File: src/rtl/isr_pkg.sv
// Shared definitions for the in-service register controller: OCW2 command codes,
// acknowledge FSM encoding and a one-hot to index helper.
package isr_pkg;

    localparam logic [2:0] OCW2_ROT_AEOI_CLR = 3'b000;
    localparam logic [2:0] OCW2_NS_EOI       = 3'b001;
    localparam logic [2:0] OCW2_NOP          = 3'b010;
    localparam logic [2:0] OCW2_SP_EOI       = 3'b011;
    localparam logic [2:0] OCW2_ROT_AEOI_SET = 3'b100;
    localparam logic [2:0] OCW2_ROT_NS       = 3'b101;
    localparam logic [2:0] OCW2_SET_PRIO     = 3'b110;
    localparam logic [2:0] OCW2_ROT_SP       = 3'b111;

    typedef enum logic {
        IDLE = 1'b0,
        ACK1 = 1'b1
    } isr_state_e;

    // Index of the lowest set bit; grant is one-hot so this is its level.
    function automatic logic [4:0] onehot_index(input logic [31:0] vec);
        logic [4:0] idx;
        idx = '0;
        for (int i = 31; i >= 0; i--) begin
            if (vec[i]) idx = 5'(i);
        end
        return idx;
    endfunction

endpackage

File: src/rtl/isr_ctrl_if.sv
// Bus between control logic / priority resolver and the in-service register controller.
interface isr_ctrl_if #(
    parameter int NUM_IRQ = 8,
    parameter int LVL_W   = $clog2(NUM_IRQ)
);
    logic               aeoi_mode;
    logic               special_mask_mode;
    logic [NUM_IRQ-1:0] imr;
    logic [NUM_IRQ-1:0] grant;
    logic               inta_pulse;
    logic               ocw2_valid;
    logic [2:0]         ocw2_cmd;
    logic [LVL_W-1:0]   ocw2_level;
    logic [NUM_IRQ-1:0] in_service;
    logic [NUM_IRQ-1:0] last_serviced;
    logic [LVL_W-1:0]   ack_level;
    logic               ack_busy;
    logic               spurious;
    logic [LVL_W-1:0]   lowest_prio;

    modport master (
        output aeoi_mode, special_mask_mode, imr, grant, inta_pulse,
               ocw2_valid, ocw2_cmd, ocw2_level,
        input  in_service, last_serviced, ack_level, ack_busy, spurious, lowest_prio
    );

    modport slave (
        input  aeoi_mode, special_mask_mode, imr, grant, inta_pulse,
               ocw2_valid, ocw2_cmd, ocw2_level,
        output in_service, last_serviced, ack_level, ack_busy, spurious, lowest_prio
    );
endinterface

File: src/rtl/isr_prio_scan.sv
// Rotating find-first: returns the first set bit of req starting at lowest_prio+1
// and wrapping upward, i.e. the highest-priority requesting level.
module isr_prio_scan #(
    parameter int NUM_IRQ = 8,
    parameter int LVL_W   = $clog2(NUM_IRQ)
) (
    input  logic [NUM_IRQ-1:0] req,
    input  logic [LVL_W-1:0]   lowest_prio,
    output logic               found,
    output logic [LVL_W-1:0]   level
);

    int                 start_lvl;
    logic [NUM_IRQ-1:0] rot;

    always_comb begin
        start_lvl = int'(lowest_prio) + 1;
        if (start_lvl >= NUM_IRQ) start_lvl = 0;
    end

    // rot[gi] holds the request gi places below the highest-priority slot.
    for (genvar gi = 0; gi < NUM_IRQ; gi++) begin : g_rot
        logic [LVL_W-1:0] src;
        always_comb begin
            int s;
            s = start_lvl + gi;
            if (s >= NUM_IRQ) s = s - NUM_IRQ;
            src = LVL_W'(s);
        end
        assign rot[gi] = req[src];
    end

    always_comb begin
        int offset;
        int lvl;
        found  = 1'b0;
        offset = 0;
        for (int k = NUM_IRQ - 1; k >= 0; k--) begin
            if (rot[k]) begin
                found  = 1'b1;
                offset = k;
            end
        end
        lvl = start_lvl + offset;
        if (lvl >= NUM_IRQ) lvl = lvl - NUM_IRQ;
        level = LVL_W'(lvl);
    end

endmodule

File: src/rtl/isr_ctrl.sv
// In-service register controller: INTA acknowledge FSM, AEOI, OCW2 EOI commands,
// special mask and rotating priority. Define ISR_ROTATION_EN to enable rotation.
module isr_ctrl
    import isr_pkg::*;
#(
    parameter int NUM_IRQ = 8,
    parameter int LVL_W   = $clog2(NUM_IRQ)
) (
    input logic       clk,
    input logic       reset,
    isr_ctrl_if.slave bus
);

    localparam logic [LVL_W-1:0] TOP_LVL = LVL_W'(NUM_IRQ - 1);

    isr_state_e         state_reg;
    logic [NUM_IRQ-1:0] in_service_reg, in_service_next;
    logic [NUM_IRQ-1:0] last_serviced_reg, last_serviced_next;
    logic [LVL_W-1:0]   lowest_prio_reg, lowest_prio_next;
    logic [LVL_W-1:0]   ack_level_reg;
    logic               ack_busy_reg;
    logic               spurious_reg;
`ifdef ISR_ROTATION_EN
    logic               auto_rotate_reg, auto_rotate_next;
`endif

    logic [NUM_IRQ-1:0] clr_mask, set_mask, eligible;
    logic [LVL_W-1:0]   scan_level, grant_level;
    logic               scan_found, inta_first, inta_second, level_ok;

    function automatic logic [NUM_IRQ-1:0] lvl_mask(input logic [LVL_W-1:0] l);
        return NUM_IRQ'(1) << l;
    endfunction

    assign inta_first  = bus.inta_pulse && (state_reg == IDLE);
    assign inta_second = bus.inta_pulse && (state_reg == ACK1);
    assign grant_level = LVL_W'(onehot_index(32'(bus.grant)));
    assign eligible    = bus.special_mask_mode ? ~bus.imr : '1;

    // Level codes past NUM_IRQ-1 only exist when NUM_IRQ is not a power of two.
    if ((1 << LVL_W) == NUM_IRQ) begin : g_pow2
        assign level_ok = 1'b1;
    end else begin : g_npow2
        assign level_ok = (bus.ocw2_level <= TOP_LVL);
    end

    isr_prio_scan #(
        .NUM_IRQ (NUM_IRQ),
        .LVL_W   (LVL_W)
    ) u_scan (
        .req         (in_service_reg & eligible),
        .lowest_prio (lowest_prio_reg),
        .found       (scan_found),
        .level       (scan_level)
    );

    // AEOI is evaluated first so a same-cycle OCW2 overrides last_serviced and rotation.
    always_comb begin
        clr_mask           = '0;
        set_mask           = '0;
        last_serviced_next = last_serviced_reg;
        lowest_prio_next   = lowest_prio_reg;
`ifdef ISR_ROTATION_EN
        auto_rotate_next   = auto_rotate_reg;
`endif
        if (inta_second && bus.aeoi_mode && !spurious_reg) begin
            clr_mask           = clr_mask | lvl_mask(ack_level_reg);
            last_serviced_next = lvl_mask(ack_level_reg);
`ifdef ISR_ROTATION_EN
            if (auto_rotate_reg) lowest_prio_next = ack_level_reg;
`endif
        end
        if (inta_first) set_mask = bus.grant;
        if (bus.ocw2_valid) begin
            case (bus.ocw2_cmd)
                OCW2_NS_EOI, OCW2_ROT_NS: begin
                    if (scan_found) begin
                        clr_mask           = clr_mask | lvl_mask(scan_level);
                        last_serviced_next = lvl_mask(scan_level);
`ifdef ISR_ROTATION_EN
                        if (bus.ocw2_cmd == OCW2_ROT_NS) lowest_prio_next = scan_level;
`endif
                    end
                end
                OCW2_SP_EOI, OCW2_ROT_SP: begin
                    if (level_ok) begin
                        clr_mask           = clr_mask | lvl_mask(bus.ocw2_level);
                        last_serviced_next = lvl_mask(bus.ocw2_level);
`ifdef ISR_ROTATION_EN
                        if (bus.ocw2_cmd == OCW2_ROT_SP) lowest_prio_next = bus.ocw2_level;
`endif
                    end
                end
                OCW2_SET_PRIO: begin
`ifdef ISR_ROTATION_EN
                    if (level_ok) lowest_prio_next = bus.ocw2_level;
`endif
                end
                OCW2_ROT_AEOI_SET: begin
`ifdef ISR_ROTATION_EN
                    auto_rotate_next = 1'b1;
`endif
                end
                OCW2_ROT_AEOI_CLR: begin
`ifdef ISR_ROTATION_EN
                    auto_rotate_next = 1'b0;
`endif
                end
                OCW2_NOP: ;
                default: ;
            endcase
        end
        in_service_next = (in_service_reg & ~clr_mask) | set_mask;
    end

    always_ff @(posedge clk) begin
        if (reset) begin
            state_reg         <= IDLE;
            in_service_reg    <= '0;
            last_serviced_reg <= '0;
            lowest_prio_reg   <= TOP_LVL;
            ack_level_reg     <= TOP_LVL;
            ack_busy_reg      <= 1'b0;
            spurious_reg      <= 1'b0;
`ifdef ISR_ROTATION_EN
            auto_rotate_reg   <= 1'b0;
`endif
        end else begin
            in_service_reg    <= in_service_next;
            last_serviced_reg <= last_serviced_next;
            lowest_prio_reg   <= lowest_prio_next;
`ifdef ISR_ROTATION_EN
            auto_rotate_reg   <= auto_rotate_next;
`endif
            case (state_reg)
                IDLE: begin
                    if (bus.inta_pulse) begin
                        state_reg    <= ACK1;
                        ack_busy_reg <= 1'b1;
                        if (bus.grant != '0) begin
                            ack_level_reg <= grant_level;
                            spurious_reg  <= 1'b0;
                        end else begin
                            ack_level_reg <= TOP_LVL;
                            spurious_reg  <= 1'b1;
                        end
                    end
                end
                ACK1: begin
                    if (bus.inta_pulse) begin
                        state_reg    <= IDLE;
                        ack_busy_reg <= 1'b0;
                    end
                end
                default: state_reg <= IDLE;
            endcase
        end
    end

    assign bus.in_service    = in_service_reg;
    assign bus.last_serviced = last_serviced_reg;
    assign bus.ack_level     = ack_level_reg;
    assign bus.ack_busy      = ack_busy_reg;
    assign bus.spurious      = spurious_reg;
    assign bus.lowest_prio   = lowest_prio_reg;

endmodule

File: src/flat_wrapper.sv
// flat-port wrapper written by rule: the top's interface ports become plain ports
module isr_ctrl_flat import isr_pkg::*;
#(
    parameter int NUM_IRQ = 8,
    parameter int LVL_W   = $clog2(NUM_IRQ)
)
  (clk, reset, bus_aeoi_mode, bus_special_mask_mode, bus_imr, bus_grant, bus_inta_pulse, bus_ocw2_valid, bus_ocw2_cmd, bus_ocw2_level, bus_in_service, bus_last_serviced, bus_ack_level, bus_ack_busy, bus_spurious, bus_lowest_prio);
  isr_ctrl_if #(.NUM_IRQ(NUM_IRQ), .LVL_W(LVL_W)) bus_i ();
  input logic clk;
  input logic reset;
  input wire logic [$bits(bus_i.aeoi_mode)-1:0] bus_aeoi_mode;
  input wire logic [$bits(bus_i.special_mask_mode)-1:0] bus_special_mask_mode;
  input wire logic [$bits(bus_i.imr)-1:0] bus_imr;
  input wire logic [$bits(bus_i.grant)-1:0] bus_grant;
  input wire logic [$bits(bus_i.inta_pulse)-1:0] bus_inta_pulse;
  input wire logic [$bits(bus_i.ocw2_valid)-1:0] bus_ocw2_valid;
  input wire logic [$bits(bus_i.ocw2_cmd)-1:0] bus_ocw2_cmd;
  input wire logic [$bits(bus_i.ocw2_level)-1:0] bus_ocw2_level;
  output wire logic [$bits(bus_i.in_service)-1:0] bus_in_service;
  output wire logic [$bits(bus_i.last_serviced)-1:0] bus_last_serviced;
  output wire logic [$bits(bus_i.ack_level)-1:0] bus_ack_level;
  output wire logic [$bits(bus_i.ack_busy)-1:0] bus_ack_busy;
  output wire logic [$bits(bus_i.spurious)-1:0] bus_spurious;
  output wire logic [$bits(bus_i.lowest_prio)-1:0] bus_lowest_prio;
  assign bus_i.aeoi_mode = bus_aeoi_mode;
  assign bus_i.special_mask_mode = bus_special_mask_mode;
  assign bus_i.imr = bus_imr;
  assign bus_i.grant = bus_grant;
  assign bus_i.inta_pulse = bus_inta_pulse;
  assign bus_i.ocw2_valid = bus_ocw2_valid;
  assign bus_i.ocw2_cmd = bus_ocw2_cmd;
  assign bus_i.ocw2_level = bus_ocw2_level;
  assign bus_in_service = bus_i.in_service;
  assign bus_last_serviced = bus_i.last_serviced;
  assign bus_ack_level = bus_i.ack_level;
  assign bus_ack_busy = bus_i.ack_busy;
  assign bus_spurious = bus_i.spurious;
  assign bus_lowest_prio = bus_i.lowest_prio;
  isr_ctrl #(.NUM_IRQ(NUM_IRQ), .LVL_W(LVL_W)) u_core (.clk(clk), .reset(reset), .bus(bus_i));
endmodule
File: config.mk
export PLATFORM = sky130hd
export DESIGN_NAME = isr_ctrl_flat
export DESIGN_NICKNAME = d
export VERILOG_FILES = /design/src/rtl/isr_pkg.sv /design/src/rtl/isr_ctrl_if.sv /design/src/rtl/isr_prio_scan.sv /design/src/rtl/isr_ctrl.sv /design/src/flat_wrapper.sv
export SDC_FILE = /design/constraint.sdc
export NUM_CORES = 1
export LEC_CHECK = 0
export ABC_AREA = 1
export CAP_MARGIN = 20
export CORE_ASPECT_RATIO = 1.1
export CORE_MARGIN = 1.5
export CORE_UTILIZATION = 45
export DETAILED_ROUTE_END_ITERATION = 8
export PLACE_DENSITY = 0.88
export SETUP_SLACK_MARGIN = 0.02
export SLEW_MARGIN = 20
export SYNTH_ARGS = -nofsm -noshare
export SYNTH_HDL_FRONTEND = slang
export SYNTH_SLANG_ARGS = --single-unit
File: constraint.sdc
create_clock -name clk -period 3.9 [get_ports clk]
set_input_delay 0.78 -clock clk [delete_from_list [all_inputs] [get_ports clk]]
set_output_delay 0.78 -clock clk [all_outputs]
set_load 0.005 [all_outputs]
# Word-level counts from Yosys, hierarchy flattened
# Index checks and enable logic that the tools add are counted.
# totals
output_inout_bits,24
inputBits,28
regBits,22
word_cells,78
# classes
n_lt_le_gt_ge,1
bitwise_logic,8
n_reduce_logical,10
mux,43
addsub,1
n_eq_ne,6
shifts,3
# ops
op,count
two-way mux 32 bit,7
two-way mux 8 bit,8
two-way mux 3 bit,11
greater-or-equal comparator 32 x 5 -> 1 bit (second input constant),1
one-hot mux 8 bit (2 select lines),2
OR 8 bit,3
left shift 1 x 3 -> 8 bit (first input constant),3
AND 8 bit,2
inverter 8 bit,2
two-way mux 1 bit,13
nonzero test 8 bit,1
== test 3 bit (second input constant),2
logical AND 1 bit,4
inequality test 2 bit (second input constant),2
one-hot mux 1 bit (2 select lines),2
AND reduction 2 bit,2
OR reduction 2 bit,2
== test 3 x 1 -> 1 bit (second input constant),1
== test 3 x 2 -> 1 bit (second input constant),1
subtractor 3 x 1 -> 3 bit (second input constant),1
zero test 1 bit,1
inverter 1 bit,1

# Logic depth before layout (Yosys ltp)
# depth
ltp_word,21
mapped_depth,16
depth_no_buf,15

# Cells and area by module
# Synthesis repeated with hierarchy kept, for this count alone.
# hier_totals
hier_cells,398
area_unflattened_um2,2247.2
# modules_own_cells
module,cells_each,instances,seq_area_each_um2,area_per_inst_um2
isr_ctrl,229,1,440.4,1416.4
isr_prio_scan,169,1,0.0,830.8

# Worst setup path after synthesis
# Ideal clock, no wire load.
# synth_path
kind,input to register
from,in bus_inta_pulse
to,"reg u_core.last_serviced_reg[7], in the netlist u_core.bus.last_serviced[7]"
required_time_ps,3832
path_stages,10
path_slack_ps,1977
setup_time_ps,68
t_arrival_ps,1855
n_path_buf,0
cell_sequence,ha_1 -> nand2_1 -> nor2_2 -> inv_2 -> nor2_2 -> inv_1 -> nor3_2 -> a21oi_1 -> or2_1 -> a21oi_2
# synth_via
elab_chain_cells,7
# synth_rtl
item,line,text
start: declaration,flat_wrapper.sv:15,input wire logic [$bits(bus_i.inta_pulse)-1:0] bus_inta_pulse;
logical AND 1 bit *,isr_ctrl.sv:36,assign inta_second = bus.inta_pulse && (state_reg == ACK1);
logical AND 1 bit * (2 in series),isr_ctrl.sv:66,if (inta_second && bus.aeoi_mode && !spurious_reg) begin
two-way mux 8 bit *,isr_ctrl.sv:66,
two-way mux 8 bit,isr_ctrl.sv:77,if (scan_found) begin
one-hot mux 8 bit (2 select lines),isr_ctrl.sv:75,case (bus.ocw2_cmd)
two-way mux 8 bit *,isr_ctrl.sv:74,if (bus.ocw2_valid) begin
end signal: assignment,isr_ctrl.sv:130,last_serviced_reg <= last_serviced_next;
end: declaration,isr_ctrl.sv:18,"logic [NUM_IRQ-1:0] last_serviced_reg, last_serviced_next;"
# Every way passes the cells marked *; elsewhere a longest branch is shown, timed or not.
# A chain may end at the register's enable or synchronous reset.

# Worst setup path in the final report
# layout_path
from,in bus_special_mask_mode
to,"reg u_core.in_service_reg[3], in the netlist u_core.bus.in_service[3]"
# layout_via
elab_chain_cells,20
elab_cells_between_ends,29
classes_between,add/sub (1); order compare (1); shift (1); mux (21); bitwise (5)
# layout_rtl
item,line,text
start: declaration,flat_wrapper.sv:12,input wire logic [$bits(bus_i.special_mask_mode)-1:0] bus_special_mask_mode;
two-way mux 8 bit *,isr_ctrl.sv:38,assign eligible = bus.special_mask_mode ? ~bus.imr : '1;
AND 8 bit *,isr_ctrl.sv:51,".req (in_service_reg & eligible),"
two-way mux 3 bit,isr_prio_scan.sv:39,if (rot[k]) begin
two-way mux 32 bit (7 in series),isr_prio_scan.sv:39,
greater-or-equal comparator 32 x 5 -> 1 bit or subtractor 3 x 1 -> 3 bit (tied branches),isr_prio_scan.sv:45,if (lvl >= NUM_IRQ) lvl = lvl - NUM_IRQ;
two-way mux 3 bit,isr_prio_scan.sv:45,
left shift 1 x 3 -> 8 bit,isr_ctrl.sv:32,return NUM_IRQ'(1) << l;
OR 8 bit,isr_ctrl.sv:78,clr_mask = clr_mask | lvl_mask(scan_level);
two-way mux 8 bit *,isr_ctrl.sv:77,
one-hot mux 8 bit (2 select lines) *,isr_ctrl.sv:75,
two-way mux 8 bit *,isr_ctrl.sv:74,
inverter 8 bit *,isr_ctrl.sv:113,in_service_next = (in_service_reg & ~clr_mask) | set_mask;
AND 8 bit *,isr_ctrl.sv:113,
OR 8 bit *,isr_ctrl.sv:113,
end signal: assignment,isr_ctrl.sv:129,in_service_reg <= in_service_next;
end: declaration,isr_ctrl.sv:17,"logic [NUM_IRQ-1:0] in_service_reg, in_service_next;"
# Marked as above.

==> key figures <==
Outcome
  • Status: completed

Synth
  • EDFF count, synth: 0
  • Count leader, synth: nand2_1
  • Synth Instances: ~300
  • Area leader, netlist: dfxtp_1
  • Post-synth top area share: 24.01%
  • Synth top cells by count: nand2_1, inv_1, dfxtp_1, nand2_2
  • Synthesis warning total: 0
  • Syn_area_per_cell: 6.260 um2
  • Synthesized flop and latch total: 22
  • Sequential element share of the synthesized area: 24.01%
  • Async set-reset flop share out of synthesis: 0%
  • Mapped Area: 1834 um2
  • Top_reg_cell synth: dfxtp_1
  • Unique masters post-synth: 35
  • Top cells by area, synth: dfxtp_1, nand2_1, inv_1

Clock tree
  • CTS max path bufs: 2
  • Root Buffer: clkbuf_8
  • Post-cts gate resize count: 0
  • Reg clk slew, reported paths: 0.09 ns
  • H-tree depth: 1
  • TritonCTS clock tree: yes
  • Num CTS Buffers: 3
  • Postcts setup bufs: 0
  • Post-CTS Hold Buffers: 0
  • CTS sink count: 22
  • Worst skew pair latency: 0.27 ns

Timing
  • Final min period: 2.477 ns
  • Tcrit/Tclk final: 63.52%
  • RSZ-0062 raised after global routing: no
  • Fin. max-slew vios: 0
  • Layout Skew: approximately 0.0051 ns
  • Hold Fails Final Rpt: 0
  • Max Freq: 0.4037 GHz
  • Fin Setup TNS: 0 ns
  • Minimum hold slack: 0.5099 ns
  • Final setup fails: 0

Hold path
  • Min-delay worst type: reg -> reg

Critical path
  • Reg2reg start: u_core.state_reg$_SDFF_PP0_
  • Arrival time worst endpoint: 2.63 ns
  • Reg2Reg Depth: 11
  • CP max FO: 8
  • Worst Setup SP: bus_special_mask_mode
  • CP endpoint: u_core.bus.in_service[3]$_SDFF_PP0_
  • FF-to-FF End: u_core.bus.last_serviced[7]$_SDFF_PP0_
  • Worst Setup Start Kind: input pin
  • CP Class: in -> reg
  • WP data required: approximately 4.1 ns
  • Critical Path Sink Type: register
  • R2R Setup Slk: 2.13 ns

Drt
  • DR pass1 iterations: 4
  • DRT antenna net count: 0
  • Vias: 1978
  • Vias per cell: 5.046
  • Drc violations: 0
  • Routed WL: 4721 um
  • Initial DRC count: 76
  • Wire length per cell: approximately 12 um

Global route
  • Initial antenna violation count: 0
  • Global Route Usage Sum: 21.24%
  • Total gr overflow: 0
  • First-pass GRT wire length: ~7800 um
  • Largest net degree at the start of global routing: 20
  • Vias in the first global route: 1861

Final layout
  • Footprint of the multi-input gates: 1167 um2
  • Area occupied by registers: 440.4 um2
  • Share of cells above drive strength 1: 15.88%
  • Fillers: 373
  • Layout area overhead: 29.88%
  • # nets final: 373
  • Antenna fix cells: 0

Power
  • Pwr dens: around 270 nW/um2
  • Sw Ratio: 33.39%
  • Comb pwr share: about a third
  • Psw: 211.5 uW
  • Internal power: 422.1 uW
  • LEAKAGE: about 0.0011 uW
  • Worst IR Drop VDD: 0.1602 mV
  • Clk pwr share: 26.8%
  • Seq pwr share: 39.7%

Floorplan
  • Die area: 4469 um2
  • Core Region: 3934 um2
  • Die Ht: between 60 and 70 um
  • Starting Density: 46.63%
  • Rows: 24
  • Die span in x: 63.88 um
  • Top Ports: 52

Placement
  • # port buffers: 47
  • Global placement routability congestion: 0.9425
  • HPWL after DPL: 3759 um

Run
  • Maxcap violations: 0
[worst min-delay path by stage]
| stage | startpoint | end | slack [ns] | depth (start not counted) |
|---|---|---|---|---|
| floorplan | u_core.state_reg$_SDFF_PP0_ | u_core.bus.ack_busy$_SDFFE_PP0P_ | 0.45 | 1 |
| global placement | u_core.state_reg$_SDFF_PP0_ | u_core.bus.ack_busy$_SDFFE_PP0P_ | 0.48 | 1 |
| detailed placement | u_core.state_reg$_SDFF_PP0_ | u_core.bus.ack_busy$_SDFFE_PP0P_ | 0.49 | 1 |
| CTS | u_core.state_reg$_SDFF_PP0_ | u_core.bus.ack_busy$_SDFFE_PP0P_ | 0.51 | 1 |
| global route | u_core.state_reg$_SDFF_PP0_ | u_core.bus.ack_busy$_SDFFE_PP0P_ | 0.52 | 1 |
| finish | u_core.state_reg$_SDFF_PP0_ | u_core.bus.ack_busy$_SDFFE_PP0P_ | 0.51 | 1 |
[stage by stage]
stage	power, uW	setup slack (ns)	instance area [um2]	std cells	utilization [%]
CTS	633.1	1.387	2382	392	60.56
global placement	464.0	1.134	2327	388	59.16
global route	665.6	1.168	2382	392	60.56
floorplan	387.6	1.977	1842	295	-
finish	633.6	1.423	2382	392	60.56
detailed placement	468.0	1.118	2327	388	59.16
[power by group through the flow]
stage                     logic (uW)  clock network, uW  registers, uW
after floorplan                  132                  0            256
after global placement           207                  0            257
after detailed placement         211                  0            257
after CTS                        212                169            252
after global routing             234                178            254
final                            212                170            251
[worst max-delay path, stage by stage]
cell and delay (ns):
clkdlybuf4s50_1 0.76, nand2_2 0.09, nand2_2 0.09, nand2_2 0.05, clkinv_2 0.05, nand2_2 0.05, nand2_2 0.06, nand2_2 0.08
inv_2 0.11, nand4_1 0.14, o21bai_1 0.17, nand2_1 0.07, nand2_1 0.07, a21oi_1 0.05
[cell usage in the layout, fill, tap and decap left out, types with 2 or more instances in the layout]
master           netlist  routed
ha_1                   4       4
nand4_1                9       9
nand2_4                5       5
a21oi_1               17      17
nand3_1               10      10
nand2_2               19      19
conb_1                 1       3
clkbuf_8               2       4
a21oi_2                7       7
nor2_1                17      17
nand2_1               95      95
dfxtp_1               22      22
o21bai_1               3       3
clkdlybuf4s50_1        0      47
buf_4                  3       3
or2_2                  2       2
clkinv_2               3       3
inv_2                  4       4
o21ai_0               15      15
nor2_2                 2       2
o211ai_1               3       3
inv_1                 35      35
[cells by family after synthesis]
kind of cell,count (synthesis),synth area share (%)
compound gates,50,17.46
fa+ha+maj,4,2.729
buf+inv,51,12.76
flops,22,24.01
other cells,1,0.2044
simple gates,165,42.84
[layer usage]
metal	wire length [um]	vias up	global-route usage, %
met5	0	-	0
met4	80	0	7.246
met3	264	8	2.254
met2	2268	67	35.88
met1	2107	890	27.88
li1	-	1013	-
[final cells by class]
class	count	area share (%)
multi-input combinational	222	49.00
timing repair buffer	50	20.69
sequential	22	18.49
inverter	42	6.775
tap	52	2.731
clock buffer	4	2.311
Note: power is estimated with default switching activity, not from simulation.
==> RTL change 1: new RTL, config.mk and constraints unchanged <==
Reset style: asynchronous (`reset`), changed in one clocked block.
--- a/src/rtl/isr_ctrl.sv
+++ b/src/rtl/isr_ctrl.sv
@@ -113,7 +113,7 @@
         in_service_next = (in_service_reg & ~clr_mask) | set_mask;
     end
 
-    always_ff @(posedge clk) begin
+    always_ff @(posedge clk or posedge reset) begin
         if (reset) begin
             state_reg         <= IDLE;
             in_service_reg    <= '0;
Check against the original RTL: differs if reset is asserted again (counterexample within 4 cycles, from zero or initial values and one cycle with reset high); with reset held inactive, the same outputs for 4 cycles.
==> RTL change 1 against the unedited design <==
  * Sequential cell count unchanged
  * Area after synthesis shrank 9.8%
  * Die area is 9.4% lower
  * Global-route usage grew 0.81 points
  * Sequential share of layout area grew 6.8 points
  * Largest cell class unchanged
  * Design area shrank 8.1%
  * Wire length is 14% lower
  * Cell count is 14% lower
  * Hold slack improved by 0.015 ns
  * Worst setup slack improved by 0.014 ns
  * Non-clock buffer count is 3 lower
Power is not compared: it rests on default switching activity, and its combinational part moved more than twofold at a synthesized area within 25%.
==> RTL change 1: results (changes against the unedited design) <==
metric,value,unit,change
status,finished clean,,unchanged
synth-compound-area-share,13.8,%,was 17.5%
clock-skew-final,0.0126,ns,was 0.00510 ns
wire_per_inst,12.1,um,was 12.0 um
grt_util_met2,37.1,%,was 35.9%
gp_congestion,0.914,,was 0.943
grt_max_degree,23,,was 20
hold_ws,0.525,ns,was 0.510 ns
grt_pass1_vias,1534,,was 1861
nonClockBufferCount,47,,was 50
cp_slowest_stage_delay,0.51,ns,was 0.76 ns
cp-endpoint,u_core.bus.in_service[0],,was u_core.bus.in_service[3]
grt_util_met3,2.72,%,was 2.25%
worstReg2RegStart,u_core.state_reg,,unchanged
synthAdderAreaFrac,3.03,%,was 2.73%
area_share_nonclk_buffers,21.5,%,was 20.7%
ys_seq_area_share,33.5,%,was 24.0%
use_met1,27.8,%,was 27.9%
r2r_cells,8,,was 11
multi_input_gates,181,,was 222
first_iter_violations,90,,was 76
fill_cells,334,,was 373
hold_start,u_core.state_reg,,unchanged
vias_per_cell,4.99,,was 5.05
crit_family,simple AND/OR/NAND/NOR gates,,was buffers and inverters
multi_input_area,920,sq um,was 1170 sq um
root_buffer,clkbuf_4,,was clkbuf_8
layout-drive-gt1-share,10.7,%,was 15.9%
syn_inst,242,,was 293
nets,322,,was 373
hpwlAfterDp,3360,um,was 3760 um
synth_top_cells_by_count,"nand2_1 (76), inv_1 (34), nor2_1 (22)",,"was nand2_1 (95), inv_1 (35), dfxtp_1 (22)"
wl_met3,276,um,was 264 um
port_buffers,47,,unchanged
crit_start,bus_inta_pulse,,was bus_special_mask_mode
clkCellAreaFrac,2.40,%,was 2.31%
r2r_slack,1.98,ns,was 2.13 ns
inv_count,35,,was 42
seq_share,25.3,%,was 18.5%
met2WireLength,1990,um,was 2270 um
dr.pass1.iters,4,,unchanged
global_route.usage.total,22.0,%,was 21.2%
synthTopCellsByArea,"dfrtp_1 (29%), nand2_1 (17%), inv_1 (7.7%)",,"was dfxtp_1 (24%), nand2_1 (19%), inv_1 (7.2%)"
cp.arrival,2.65,ns,was 2.63 ns
synthFlopType,dfrtp_1,,was dfxtp_1
dp_cells,333,,was 388
wl_met1,1720,um,was 2110 um
route.vias.total,1680,,was 1978
clock_latency,0.32,ns,was 0.27 ns
==> RTL change 1: cell count changes after synthesis, moves of 7 or more <==
cell	change
dfxtp_1	-22
a21oi_2	-7
a21oi_1	-8
dfrtp_1	+19
nand3_1	-7
nand2_1	-19
==> RTL change 1: power groups by stage <==
stage / combinational, mW / sequential (mW) / clock [mW]
3_5_place_dp: 0.494 / 0.392 / 0
6_report: 0.494 / 0.390 / 0.174
3_3_place_gp: 0.481 / 0.393 / 0
4_1_cts: 0.497 / 0.388 / 0.177
2_1_floorplan: 0.275 / 0.381 / 0
5_1_grt: 0.548 / 0.398 / 0.191
==> RTL change 1: through the flow <==
step / power (mW) / setup slack [ns] / cell area [sq um]
after CTS: 1.06 / 1.48 / 2190
after global placement: 0.874 / 1.19 / 2140
after floorplan: 0.656 / 2.02 / 1660
after global routing: 1.14 / 1.26 / 2190
after detailed placement: 0.886 / 1.15 / 2140
final: 1.06 / 1.44 / 2190
==> RTL change 2: new RTL, same flow settings <==
Made on the original files. The option `ISR_ROTATION_EN` is turned on by a define.
--- a/src/rtl/isr_ctrl.sv
+++ b/src/rtl/isr_ctrl.sv
@@ -1,5 +1,7 @@
 // In-service register controller: INTA acknowledge FSM, AEOI, OCW2 EOI commands,
 // special mask and rotating priority. Define ISR_ROTATION_EN to enable rotation.
+`define ISR_ROTATION_EN
+
 module isr_ctrl
     import isr_pkg::*;
 #(
Formal check against the unedited RTL: not equivalent (Yosys sat finds a counterexample within 4 cycles, from zero or initial values and one cycle with reset high).
==> RTL change 2 against the unedited design <==
  * Worst setup slack got worse by 1.1 ns
  * Design area rose by 41%
  * Die area rose by 38%
  * Area after synthesis rose by 40%
  * Power rose by 100%
  * Maximum frequency fell by 30%
  * Wire length rose by 73%
  * Clock power rose by 35%
  * Sequential cell count rose by 4
  * Critical path type unchanged
  * Critical endpoint unchanged
  * Largest power group is now combinational cells
  * Highest routed layer unchanged
==> RTL change 2: results (changes against the unedited design) <==
metric,value,unit,change
worstReg2RegStart,u_core.bus.lowest_prio[1],,was u_core.state_reg
p_comb_share,58.0,%,was 33.5%
dp_cells,574,,was 388
hpwlAfterDp,6410,um,was 3760 um
placed_area,3220,sq um,was 2330 sq um
cp_slowest_stage_delay,0.47,ns,was 0.76 ns
synth_top_cells_by_count,"nand2_1 (152), inv_1 (48), nand3_1 (42)",,"was nand2_1 (95), inv_1 (35), dfxtp_1 (22)"
status,finished clean,,unchanged
route.vias.total,3161,,was 1978
r2r_cells,29,,was 11
p_total,1.29,mW,was 634 uW
synth-compound-area-share,18.7,%,was 17.5%
grt_pass1_wl,13000,um,was 7780 um
internal_power,732,uW,was 422 uW
crit_start,bus_imr[3],,was bus_special_mask_mode
pg_clk,230,uW,was 170 uW
ys_types,37,,was 35
vias_per_cell,5.45,,was 5.05
port_buffers,51,,was 47
synthTopCellsByArea,"nand2_1 (22%), dfxtp_1 (20%), nand3_1 (8.2%)",,"was dfxtp_1 (24%), nand2_1 (19%), inv_1 (7.2%)"
routed_wl,8180,um,was 4720 um
p_leak,1.59,nW,was 1.10 nW
crit_family,simple AND/OR/NAND/NOR gates,,was buffers and inverters
global_route.usage.total,26.9,%,was 21.2%
holdPathStages,2,,was 1
ys_seq_area_share,20.3,%,was 24.0%
## RTL change 2: path summary, 6_finish.rpt
kind                                   end  slack [ns]
setup / recovery  u_core.bus.in_service[3]        0.36
hold / removal         u_core.bus.spurious        0.50
hold reg to reg        u_core.bus.spurious        0.50
setup reg to reg  u_core.bus.in_service[3]        0.44
## RTL change 2: repair_timing
item / in CTS / in global routing
buffers inserted: 0 / 2
resized for setup: 0 / 9
hold endpoints to repair: 0 / 0
endpoints found under the setup margin: 0 / 16
## RTL change 2: final cells by class
| type | instances | area (sq um) |
|---|---|---|
| flip-flops and latches | 26 | 520 |
| multi-input cells | 354 | 1820 |
| inverters | 52 | 195 |
| well taps | 75 | 93.8 |
| repair buffers | 69 | 652 |
| clock inverters | 1 | 30.0 |
| fillers | 547 | 2080 |
| clock buffers | 3 | 41.3 |
## RTL change 2: per-layer routing
layer	track usage (%)	vias to the layer above	routed length (um)
li1	-	1566	-
met1	32.6	1452	3330
met2	49.6	128	4160
met3	3.03	15	547
met4	7.45	0	141
met5	0	-	0
